### src/rtl/writeback_stage_pkg.sv
`default_nettype none
// ============================================================================
// Module      : writeback_stage_pkg
// Description : Shared control-vector layout, load opcodes and state encoding
//               for the write-back stage.
// Revision    : 1.0 - initial release
// ============================================================================
package writeback_stage_pkg;

    // Control vector layout
    localparam int CNTRL_REG_SIZE = 8;
    localparam int RWE            = 0;  // register write enable
    localparam int RDST           = 1;  // destination is rd (else rt)
    localparam int RA             = 2;  // write link address (PC + offset)
    localparam int MR             = 3;  // memory read (load)

    // Load opcodes (insn[0:5])
    localparam logic [5:0] c_op_lb  = 6'h20;
    localparam logic [5:0] c_op_lh  = 6'h21;
    localparam logic [5:0] c_op_lw  = 6'h23;
    localparam logic [5:0] c_op_lbu = 6'h24;
    localparam logic [5:0] c_op_lhu = 6'h25;

    // Stage state encoding
    typedef enum logic [1:0] {
        ST_IDLE     = 2'd0,
        ST_WAIT_MEM = 2'd1,
        ST_WRITE    = 2'd2
    } wb_state_t;

endpackage : writeback_stage_pkg
`default_nettype wire

### src/rtl/writeback_stage_load_align.sv
`default_nettype none
// ============================================================================
// Module      : writeback_stage_load_align
// Description : Combinational big-endian load alignment and extension, plus
//               misalignment detection for the requested access size.
// Revision    : 1.0 - initial release
// ============================================================================
module writeback_stage_load_align
    import writeback_stage_pkg::*;
(
    input  logic [0:5]  i_opcode,
    input  logic [0:1]  i_offset,     // byte address bits [30:31]
    input  logic [0:31] i_rdata,      // big-endian memory word
    output logic [0:31] o_aligned,
    output logic        o_misaligned
);

    logic [0:7]  w_byte;
    logic [0:15] w_half;

    // Big-endian byte lane select: offset 0 is the most significant byte
    always_comb begin
        w_byte = i_rdata[0:7];
        case (i_offset)
            2'd0:    w_byte = i_rdata[0:7];
            2'd1:    w_byte = i_rdata[8:15];
            2'd2:    w_byte = i_rdata[16:23];
            default: w_byte = i_rdata[24:31];
        endcase
    end

    // Halfword select uses addr[30] only; addr[31] is the misalignment bit
    assign w_half = i_offset[0] ? i_rdata[16:31] : i_rdata[0:15];

    // Extension per opcode; unknown load opcodes behave as word loads
    always_comb begin
        o_aligned    = i_rdata;
        o_misaligned = 1'b0;
        case (i_opcode)
            c_op_lb: begin
                o_aligned = {{24{w_byte[0]}}, w_byte};
            end
            c_op_lbu: begin
                o_aligned = {24'd0, w_byte};
            end
            c_op_lh: begin
                o_aligned    = {{16{w_half[0]}}, w_half};
                o_misaligned = i_offset[1];
            end
            c_op_lhu: begin
                o_aligned    = {16'd0, w_half};
                o_misaligned = i_offset[1];
            end
            default: begin
                o_aligned    = i_rdata;
                o_misaligned = |i_offset;
            end
        endcase
    end

endmodule : writeback_stage_load_align
`default_nettype wire

### src/rtl/writeback_stage.sv
`default_nettype none
// ============================================================================
// Module      : writeback_stage
// Description : Final pipeline stage. Selects ALU / link / load data, waits on
//               a variable-latency memory response with timeout, and pulses
//               the register write enable for exactly one cycle.
// Revision    : 1.0 - initial release
// ============================================================================
module writeback_stage
    import writeback_stage_pkg::*;
#(
    parameter logic [31:0] LINK_OFFSET = 32'd8,
    parameter int          MEM_TIMEOUT = 16,
    parameter int          TCNT_W      = 5
) (
    input  logic                      clock,
    input  logic                      reset,
    input  logic                      in_valid,
    output logic                      in_ready,
    input  logic [0:31]               insn_in,
    input  logic [0:31]               alu_in,
    input  logic [0:31]               pc_in,
    input  logic [CNTRL_REG_SIZE-1:0] control_in,
    output logic                      mem_req,
    output logic [0:31]               mem_addr,
    input  logic                      mem_valid,
    input  logic [0:31]               mem_rdata,
    output logic [0:31]               writeBackData,
    output logic [4:0]                rdOut,
    output logic [4:0]                rtOut,
    output logic [CNTRL_REG_SIZE-1:0] wbControl,
    output logic                      mem_error,
    output logic                      align_error
);

    localparam logic [TCNT_W-1:0] c_tmo_last = TCNT_W'(MEM_TIMEOUT - 1);

    wb_state_t                 r_state;
    logic                      r_in_ready;
    logic                      r_mem_req;
    logic [0:31]               r_mem_addr;
    logic [0:31]               r_wb_data;
    logic [4:0]                r_rd;
    logic [4:0]                r_rt;
    logic [0:5]                r_opcode;
    logic [0:1]                r_offs;
    logic [CNTRL_REG_SIZE-1:0] r_ctrl;
    logic                      r_wb_rwe;
    logic                      r_mem_error;
    logic                      r_align_error;
    logic [TCNT_W-1:0]         r_tcnt;

    logic [0:5]  w_la_opcode;
    logic [0:1]  w_la_offset;
    logic [0:31] w_aligned;
    logic        w_misaligned;
    logic        w_unused;

    // In IDLE the aligner checks the incoming access; afterwards it formats
    // the returning data for the captured access.
    assign w_la_opcode = (r_state == ST_IDLE) ? insn_in[0:5]  : r_opcode;
    assign w_la_offset = (r_state == ST_IDLE) ? alu_in[30:31] : r_offs;

    writeback_stage_load_align u_load_align (
        .i_opcode     (w_la_opcode),
        .i_offset     (w_la_offset),
        .i_rdata      (mem_rdata),
        .o_aligned    (w_aligned),
        .o_misaligned (w_misaligned)
    );

    // Instruction fields this stage does not consume
    assign w_unused = &{1'b0, insn_in[6:10], insn_in[21:31]};

    // Stage FSM with registered handshake, capture and write-back outputs
    always_ff @(posedge clock) begin
        if (reset) begin
            r_state       <= ST_IDLE;
            r_in_ready    <= 1'b1;
            r_mem_req     <= 1'b0;
            r_mem_addr    <= '0;
            r_wb_data     <= '0;
            r_rd          <= '0;
            r_rt          <= '0;
            r_opcode      <= '0;
            r_offs        <= '0;
            r_ctrl        <= '0;
            r_wb_rwe      <= 1'b0;
            r_mem_error   <= 1'b0;
            r_align_error <= 1'b0;
            r_tcnt        <= '0;
        end else begin
            case (r_state)
                ST_IDLE: begin
                    r_wb_rwe <= 1'b0;
                    if (in_valid) begin
                        r_ctrl     <= control_in;
                        r_rd       <= insn_in[16:20];
                        r_rt       <= insn_in[11:15];
                        r_opcode   <= insn_in[0:5];
                        r_offs     <= alu_in[30:31];
                        r_mem_addr <= {alu_in[0:29], 2'b00};
                        r_in_ready <= 1'b0;
                        if (!control_in[MR]) begin
                            r_wb_data <= control_in[RA] ? (pc_in + LINK_OFFSET) : alu_in;
                            r_wb_rwe  <= control_in[RWE];
                            r_state   <= ST_WRITE;
                        end else if (w_misaligned) begin
                            r_align_error <= 1'b1;
                            r_wb_rwe      <= 1'b0;
                            r_state       <= ST_WRITE;
                        end else begin
                            r_tcnt    <= '0;
                            r_mem_req <= 1'b1;
                            r_state   <= ST_WAIT_MEM;
                        end
                    end
                end
                ST_WAIT_MEM: begin
                    r_tcnt <= r_tcnt + 1'b1;
                    if (mem_valid) begin
                        r_wb_data <= w_aligned;
                        r_wb_rwe  <= r_ctrl[RWE];
                        r_mem_req <= 1'b0;
                        r_state   <= ST_WRITE;
                    end else if (r_tcnt == c_tmo_last) begin
                        // Abandon the load: data is left untouched
                        r_mem_error <= 1'b1;
                        r_wb_rwe    <= 1'b0;
                        r_mem_req   <= 1'b0;
                        r_state     <= ST_WRITE;
                    end
                end
                ST_WRITE: begin
                    r_wb_rwe   <= 1'b0;
                    r_in_ready <= 1'b1;
                    r_state    <= ST_IDLE;
                end
                default: begin
                    r_wb_rwe   <= 1'b0;
                    r_mem_req  <= 1'b0;
                    r_in_ready <= 1'b1;
                    r_state    <= ST_IDLE;
                end
            endcase
        end
    end

    // Captured control with the write enable gated to the WRITE cycle
    always_comb begin
        wbControl      = r_ctrl;
        wbControl[RWE] = r_wb_rwe;
    end

    assign in_ready      = r_in_ready;
    assign mem_req       = r_mem_req;
    assign mem_addr      = r_mem_addr;
    assign writeBackData = r_wb_data;
    assign rdOut         = r_rd;
    assign rtOut         = r_rt;
    assign mem_error     = r_mem_error;
    assign align_error   = r_align_error;

endmodule : writeback_stage
`default_nettype wire

### config.mk
export PLATFORM = sky130hd
export DESIGN_NAME = writeback_stage
export DESIGN_NICKNAME = d
export VERILOG_FILES = /design/src/rtl/writeback_stage_pkg.sv /design/src/rtl/writeback_stage_load_align.sv /design/src/rtl/writeback_stage.sv
export SDC_FILE = /design/constraint.sdc
export NUM_CORES = 1
export LEC_CHECK = 0
export CORE_ASPECT_RATIO = 0.5
export CORE_UTILIZATION = 45
export DETAILED_ROUTE_END_ITERATION = 10
export PLACE_DENSITY = 0.84
export SLEW_MARGIN = 20
export SYNTH_ARGS = -nofsm -noshare
export SYNTH_HDL_FRONTEND = slang
export SYNTH_SLANG_ARGS = --single-unit
### constraint.sdc
create_clock -name clock -period 4 [get_ports clock]
set_input_delay 1 -clock clock [delete_from_list [all_inputs] [get_ports clock]]
set_output_delay 1 -clock clock [all_outputs]
set_load 0.01 [all_outputs]
==> results by stage, run 1 <==
Synth:
- The number of storage elements in the synthesis netlist is 100.
- The number of distinct library cells after synthesis is 62.
- During synthesis, Yosys emitted a total of 0 warnings.
- The area share of the largest cell type after synthesis is 0.3660.
- Summing every instance area after synthesis gives 0.005469 mm2.
- For this run, the register share of the synthesized area comes to 0.3660.
- In the synthesized netlist the dominant register cell turns out to be sky130_fd_sc_hd__dfxtp_1.
- The mean post-synth cell area is 7.575 um2.
- The synthesized instance count is between 700 and 800.
- The number of flops mapped to enable cells by yosys is 0.
- The share of flip-flops with an asynchronous set or reset is 0.
- Sorting the synthesized cells by area gives the leading types as sky130_fd_sc_hd__dfxtp_1 (37%), sky130_fd_sc_hd__nand2_1 (12%), sky130_fd_sc_hd__a21oi_1 (8.2%).
- The cell type contributing the most total cell area after synthesis is sky130_fd_sc_hd__dfxtp_1.

STA:
- The smallest setup slack after layout is a little over 0.9 ns.
- The number of endpoints failing setup at the final stage is 0.
- The slew at the pin with the worst max-slew slack is between 0.9 and 1 ns.
- The final period demand of the worst path is between 3 and 4 ns.
- Setup repair after global routing left no endpoint under its margin.
- The final-report hold violation count came to 0.
- The worst slew margin relative to its limit is 0.3683.
- The fmax is 323.4 MHz.
- On the final layout, the worst clock skew is between 0.005 and 0.006 ns.
- The count of pins over their slew limit is 0.
- The setup TNS is 0 ns.
- Of the available clock period, the critical path in the final layout requires 0.7732.
- The hold slack is 0.4554 ns.

Layout:
- 0 antenna diodes ended up in the layout.
- After routing the design area is around 0.0079 mm2.
- The area growth from synthesis to layout is 44.15%.
- Of the cells placed in the final design, the portion with a size suffix greater than 1 is 0.06208.
- At the end of the flow, the number of nets in the layout was about 1000.

Placement:
- The setup slack after placement is approximately 0.6 ns.
- The placed wire-length estimate is approximately 14000 um.
- After detailed placement, the total cell area comes to approximately 0.0076 mm2.
- The port buffer count is approximately 210.
- The congestion estimate from routability-driven global placement came to around 0.96.

Die:
- The effective utilization at floorplan is 0.4619.
- From left edge to right edge, the die measures 157.9 um.
- around 230 I/O pins were placed.
- The height of the chip is approximately 80 um.
- After floorplanning, the core was divided into 28 placement rows.
- The total core area is approximately 0.012 mm2.
- The die covers roughly 0.013 mm2.

Power and ir drop:
- For this design the ratio of total power to cell area is ~340 mW/mm2.
- IR analysis of the VDD net gives a maximum drop of ~0.0002 V.
- In this run the static leakage power is about 2.9 nW.
- The post-layout total power is about 2.7 mW.

Global route:
- The first-pass GRT wire length is about 28000 um.
- The global router's overall resource usage is 0.2873.
- The number of antenna violations at the first check in global routing was 0.
- The via count of the first global-routing pass is around 5500.
- Entering global routing, the biggest net connects 38 pins.
- The overall overflow remaining after global route is 0.

CTS:
- The cts-stage hold buffer count is 0.
- Clock-pin slew was measured on the worst setup and hold paths at approximately 0.07 ns.
- In this run, post-CTS repair resized a total of 0 instances.
- For the worst-skew pair, the clock arrives at the later sink with an insertion delay of about 0.35 ns.
- Counting the buffers created by CTS gives 9.
- The CTS tree is done.
- Counting along the longest clock path gives a buffer depth of 2.
- The post-CTS repair timing setup buffer count is 0.
- The number of clock sinks is 100.
- The H-tree level count is 3.
- Clock tree synthesis selected as its root buffer the cell sky130_fd_sc_hd__clkbuf_16.

Critical path:
- The critical path capture point type is a register.
- The launching element type of the critical path is a primary input.
- The largest driver fanout on the critical path is 8.
- Data arrives at the worst endpoint at roughly 3.3 ns.
- The worst setup path is of the in2reg kind.
- Counting cells, the worst reg-to-reg path comes to 6.
- Data on the critical path is required at its endpoint by 4.24 ns.

Drt:
- The detail-routed via count per cell is between 5 and 6.
- The starting DRC count in detailed routing is roughly 450.
- After detailed routing, the average wire length per cell comes to approximately 17 um.
- The routed layout has around 6000 vias.
- Once detail routing completed, the nets flagged for antenna violations numbered 0.
- The routed design has around 19000 um of wire.
- The number of remaining DRC errors is 0.
- Before antenna repair, the detailed router went through 5 iterations.

Run status:
- The run finished with clean final reports.

Min path:
- The hold-critical path depth is 2.
- The type of the most critical hold path is reg2reg.

Run:
- The number of max-cap violations is 0.
==> area by class of cell <==
cell class	instances	area, um2
timing repair buffer	221	2172
fill	1010	3958
clock buffer	9	225.2
tap	165	206.4
multi-input combinational	560	3178
clock inverter	7	81.33
sequential	100	2002
inverter	5	18.77
==> critical path, stage by stage <==
cell	delay, ns
sky130_fd_sc_hd__clkdlybuf4s50_1	0.57
sky130_fd_sc_hd__nand4_2	0.29
sky130_fd_sc_hd__nor4_2	0.73
sky130_fd_sc_hd__nand3_1	0.21
sky130_fd_sc_hd__xor2_1	0.20
sky130_fd_sc_hd__a21oi_1	0.10
sky130_fd_sc_hd__a22o_1	0.23
==> synthesized netlist by cell type, types with 11 or more instances <==
cell type and n:
sky130_fd_sc_hd__a21oi_1 90, sky130_fd_sc_hd__a22o_1 11, sky130_fd_sc_hd__and3_1 15, sky130_fd_sc_hd__buf_2 11, sky130_fd_sc_hd__buf_4 12, sky130_fd_sc_hd__clkbuf_1 31
sky130_fd_sc_hd__dfxtp_1 100, sky130_fd_sc_hd__mux2i_1 12, sky130_fd_sc_hd__nand2_1 181, sky130_fd_sc_hd__nand3_1 20, sky130_fd_sc_hd__nor2_1 30, sky130_fd_sc_hd__nor3_1 12
sky130_fd_sc_hd__o21ai_0 42, sky130_fd_sc_hd__xor2_1 16
==> placed cells by master, fill, tap and decap left out, types with 3 or more instances in the layout <==
cell type / n
sky130_fd_sc_hd__nor4_1: 7
sky130_fd_sc_hd__clkbuf_16: 9
sky130_fd_sc_hd__ha_1: 3
sky130_fd_sc_hd__a31oi_1: 5
sky130_fd_sc_hd__a211o_1: 3
sky130_fd_sc_hd__xnor2_1: 10
sky130_fd_sc_hd__and3_1: 15
sky130_fd_sc_hd__o21ai_1: 8
sky130_fd_sc_hd__nand2b_1: 6
sky130_fd_sc_hd__mux2i_1: 12
sky130_fd_sc_hd__mux2_2: 6
sky130_fd_sc_hd__and2_1: 4
sky130_fd_sc_hd__clkinvlp_4: 3
sky130_fd_sc_hd__clkdlybuf4s50_1: 206
sky130_fd_sc_hd__a21oi_1: 90
sky130_fd_sc_hd__nor4bb_1: 3
sky130_fd_sc_hd__o221ai_1: 5
sky130_fd_sc_hd__a22o_1: 11
sky130_fd_sc_hd__nand2_1: 180
sky130_fd_sc_hd__nand4_1: 8
sky130_fd_sc_hd__dfxtp_1: 100
sky130_fd_sc_hd__a221o_1: 9
sky130_fd_sc_hd__o21ai_0: 42
sky130_fd_sc_hd__a22oi_1: 6
sky130_fd_sc_hd__or3_1: 3
sky130_fd_sc_hd__xor2_1: 16
sky130_fd_sc_hd__nor3_1: 12
sky130_fd_sc_hd__a211oi_1: 3
sky130_fd_sc_hd__buf_4: 14
sky130_fd_sc_hd__nor2_1: 30
sky130_fd_sc_hd__nand3_1: 20
sky130_fd_sc_hd__and4_1: 5
sky130_fd_sc_hd__inv_1: 5
==> state kept, by name, summed over array words and instances (netlist names) <==
name / flops
align_error: 1
in_ready: 1
mem_addr: 30
mem_error: 1
mem_req: 1
r_ctrl: 8
r_offs: 2
r_opcode: 6
r_state: 2
r_tcnt: 5
r_wb_rwe: 1
rdOut: 5
rtOut: 5
writeBackData: 32
==> worst paths after layout <==
kind,slack [ns],start,endpoint
setup reg to reg,1.08,r_state[1],writeBackData[14]
hold / removal,0.46,mem_addr[22],mem_addr[22]
hold reg to reg,0.46,mem_addr[22],mem_addr[22]
setup / recovery,0.91,pc_in[25],writeBackData[6]
==> layer usage <==
metal  track usage  part of all wire  vias up  wire length (um)
li1              -                 -     2890                 -
met1        0.3732              0.44     2853              8145
met2        0.4753              0.47      253              8755
met3       0.07003             0.075       31              1391
met4       0.07476             0.017        0               320
met5             0                 0        -                 0
==> power by group <==
group,internal [mW],switching [mW],total (mW)
Combinational,0.326,0.318,0.644
Sequential,1.06,0.0450,1.11
Clock,0.495,0.423,0.918
==> cells by family after synthesis <==
kind of cell               share of synthesized area
buffers and inverters                        0.05422
and+or+nand+nor                               0.2590
muxes                                        0.03958
DFF                                           0.3660
other                                      0.0006857
xor gates and xnor gates                     0.04164
AOI/OAI and AO/OA                             0.2320
adders and majority gates                   0.006864
==> per-stage QoR <==
step,cells,util
6_report,1067,0.6658
5_1_grt,1067,0.6658
4_1_cts,1067,0.6658
3_5_place_dp,1051,0.6399
3_3_place_gp,1051,0.6399
2_1_floorplan,723,-
Note: power is estimated with default switching activity, not from simulation.
==> run 2: changes to the inputs <==
- CORE_UTILIZATION: 45 -> 44
- PLACE_DENSITY: 0.84 -> 0.82
- clock period: 4 -> 3.1 ns (I/O delays scaled with it)
==> run 2 against run 1 <==
Net effect:
- global-route usage is 0.27 points lower
- non-clock buffer count rose by 17
- highest routed layer unchanged
- cell count increased by 1.5%
- via count barely moved
- first-iteration DRC count is 24% higher
- utilization grew 0.87 points
- sequential share of layout area decreased by 0.55 points
- count of clock-buffer cells in the layout increased by 3
- total power increased by 29%
- clock skew grew 0.0013 ns
- critical path type unchanged
- critical path depth unchanged
- sequential power increased by 29%
==> results by stage, run 2 (synthesis gave the netlist of run 1 again) <==
Critical path:
- The critical path capture point type is a register.
- In this run the critical register-to-register path is launched from r_state[1].
- The library cell contributing the largest single delay on the critical path is sky130_fd_sc_hd__or4b_4.
- The largest driver fanout on the critical path is 7 (-1).
- Walking the worst path, the cells encountered are clkdlybuf4s50_1, or4b_4, mux2_4, a31o_4, a221o_1, a21oi_1, o21ai_0.
- The worst endpoint required time was 3.33 ns (-0.91 ns).
- STA classifies the critical path startpoint as a primary input.
- The highest cell delay on the worst timing path is 0.60 ns (-0.13 ns).
- The dominant delay contributor by cell family on the critical path is compound AO/OA/AOI/OAI gates.
- The critical path class is in2reg.
- The number of buffers and inverters on the critical path is 1 (unchanged).
- The cell count of the worst reg-to-reg path was 7 (+1).
- The data arrival time of the critical path is 2.94 ns (-0.40 ns).
- The critical path depth in cells is 7 (unchanged).
- The critical path starts at insn_in[4].

CTS:
- The cts-stage hold buffer count is 0 (unchanged).
- Clock tree synthesis selected as its root buffer the cell sky130_fd_sc_hd__clkbuf_16.
- The clock insertion delay at the later pin of the skew report is 0.35 ns (about the same).
- The clock edge transition at the registers on the reported setup and hold paths is 0.07 ns (about the same).
- The number of clock sinks was 100 (unchanged).
- The number of instances resized during post-cts repair is 0 (unchanged).
- The TritonCTS buffer count is 9 (unchanged).
- The post-CTS repair timing setup buffer count is 0 (unchanged).
- The maximum clock path buffer count is 2 (unchanged).
- The H-tree level count is 3 (unchanged).
- The CTS tree is done.

Min path:
- The hold-critical path depth is 2 (unchanged).
- In this run the most critical hold path is launched from writeBackData[15].
- The tightest min-delay check is of the reg2reg type.

Drt:
- The number of remaining DRC errors is 0 (unchanged).
- The starting DRC count in detailed routing is 553 (+24%).
- The sum of routed wire length over all layers is 18650 um (+0.20%).
- The average wire per standard cell is 17.22 um (-1.3%).
- The via total after detailed routing was 6026 (-0.017%).
- The remaining antenna violation count after routing is 0 (unchanged).
- The detail-routed via count per cell is 5.564 (-1.5%).
- The length of the first detailed-routing pass in iterations came to 6 (+1).

Global route:
- The global router's overall resource usage is 0.2846 (-0.002709).
- The number of antenna violations at the first check in global routing came to 0 (unchanged).
- The first-pass GRT wire length is 28970 um (+2.8%).
- The overall overflow remaining after global route is 0 (unchanged).
- The largest net degree at the start of global routing is 58 (+53%).
- The via count of the first global-routing pass came to 5596 (+1.3%).

Layout:
- From synthesis to final layout, the design area changed by 47.33%.
- The fraction of the core area covered by cells at the end of the flow is 0.6745 (+0.008701).
- In the layout the commonest cells are sky130_fd_sc_hd__clkdlybuf4s50_1 (206), sky130_fd_sc_hd__nand2_1 (180), sky130_fd_sc_hd__dfxtp_1 (100).
- The number of flip-flops in the largest register is 32 (unchanged).
- The net count of the finished layout is 1057 (+1.6%).
- Leaving out fill and tap cells, the most frequent cell in the layout is sky130_fd_sc_hd__clkdlybuf4s50_1.
- The fraction of layout cells with a size suffix above 1 is 0.07734 (+0.01526).
- The post-route non-filler standard cell count is 1083 (+1.5%).
- The diode insertion count for antenna repair is 0 (unchanged).
- The layout filler cell count is 998 (-1.2%).

STA:
- The fmax is approximately 370 MHz.
- The worst path needs approximately 2.7 ns of the cycle, external delays included.
- The final-report hold violation count is 0 (unchanged).
- The count of pins over their slew limit was 0 (unchanged).
- The setup TNS is 0 ns (unchanged).
- The number of endpoints failing setup at the final stage is 0 (unchanged).
- The slew at the pin with the worst max-slew slack came to 0.7824 ns (-0.1607 ns).
- The worst slew margin relative to its limit is 0.4773 (+0.1090).
- In the finished design, the share of the clock period the worst path needs comes to 0.8754.
- The hold slack is 0.4476 ns (-0.007867 ns).
- Setup repair after global routing left no endpoint under its margin.
- The final setup skew is 0.007129 ns (+0.001288 ns).

Placement:
- The placed wire-length estimate was 14310 um (+1.4%).
- The routability congestion estimate is 0.9619 (+0.65%).
- The port buffer count is 207 (unchanged).
- The placed cell count is 1068 (+1.6%).

Run status:
- The flow ran to the end, and the final reports show no timing, DRC or antenna violations.

Run:
- The number of max-cap violations was 0 (unchanged).

Die:
- The total core area is 0.01195 mm2 (+0.89%).
- The die area is 0.01291 mm2 (+2.2%).
- The effective utilization at floorplan is 0.4578 (-0.004063).
- The die width is 159.7 um (+1.1%).
- The height of the chip is 80.84 um (+1.1%).
- The standard-cell row count came to 28 (unchanged).
- The I/O pin count is 226 (unchanged).

Power and ir drop:
- The worst IR drop on VDD is 0.0003071 V (+55%).
- The total power divided by cell area was 427.7 mW/mm2 (+26%).
- The static leakage is 3.037 nW (+3.6%).
==> run 2: cell types whose count changed in the layout (fill, tap and decap cells not counted) <==
cell	delta
sky130_fd_sc_hd__buf_12	+4
sky130_fd_sc_hd__buf_4	+13
sky130_fd_sc_hd__clkbuf_1	+1
sky130_fd_sc_hd__clkbuf_8	+2
sky130_fd_sc_hd__clkinv_4	+1
sky130_fd_sc_hd__clkinvlp_4	-2
sky130_fd_sc_hd__inv_6	-2
sky130_fd_sc_hd__inv_8	-1
==> run 2: final timing paths <==
path	slack [ns]	end
max	0.39	writeBackData[31]
min	0.45	writeBackData[15]
max reg2reg	0.53	writeBackData[14]
min reg2reg	0.45	writeBackData[15]
==> run 2: report_power, final <==
group / switching [mW] / internal (mW)
logic: 0.420 / 0.442
registers: 0.0528 / 1.37
clock network: 0.489 / 0.668
total: 0.962 / 2.48
==> run 2: metal layers <==
| layer | share of wire | up-vias | GRT usage |
|---|---|---|---|
| met2 | 0.46 | 251 | 0.4677 |
| li1 | - | 2925 | - |
| met4 | 0.017 | 0 | 0.07404 |
| met3 | 0.075 | 24 | 0.05771 |
| met1 | 0.45 | 2826 | 0.3838 |
| met5 | 0 | - | 0 |
==> run 2: area by class of cell <==
cell class	count	area, um2	area share
clock buffers	12	256.5	0.03183
clock inverters	3	46.29	0.005745
inverters	5	18.77	0.002329
multi-input cells	560	3178	0.3944
flip-flops and latches	100	2002	0.2484
well taps	165	206.4	0.02562
repair buffers	238	2350	0.2916
==> run 2: stage by stage <==
stage / power (mW) / instance area (um2) / setup slack, ns
after detailed placement: 2.307 / 7755 / 0.04551
after floorplan: 1.838 / 5473 / 0.6003
after CTS: 3.454 / 8058 / 0.4067
after global routing: 3.590 / 8058 / 0.3379
final: 3.446 / 8058 / 0.3863
after global placement: 2.295 / 7755 / 0.06792
==> run 2: worst min-delay path, cell delays in order, from the launching register on <==
cell                      delay (ns)
sky130_fd_sc_hd__dfxtp_1        0.31
sky130_fd_sc_hd__nand2_1        0.05
sky130_fd_sc_hd__o21ai_1        0.05
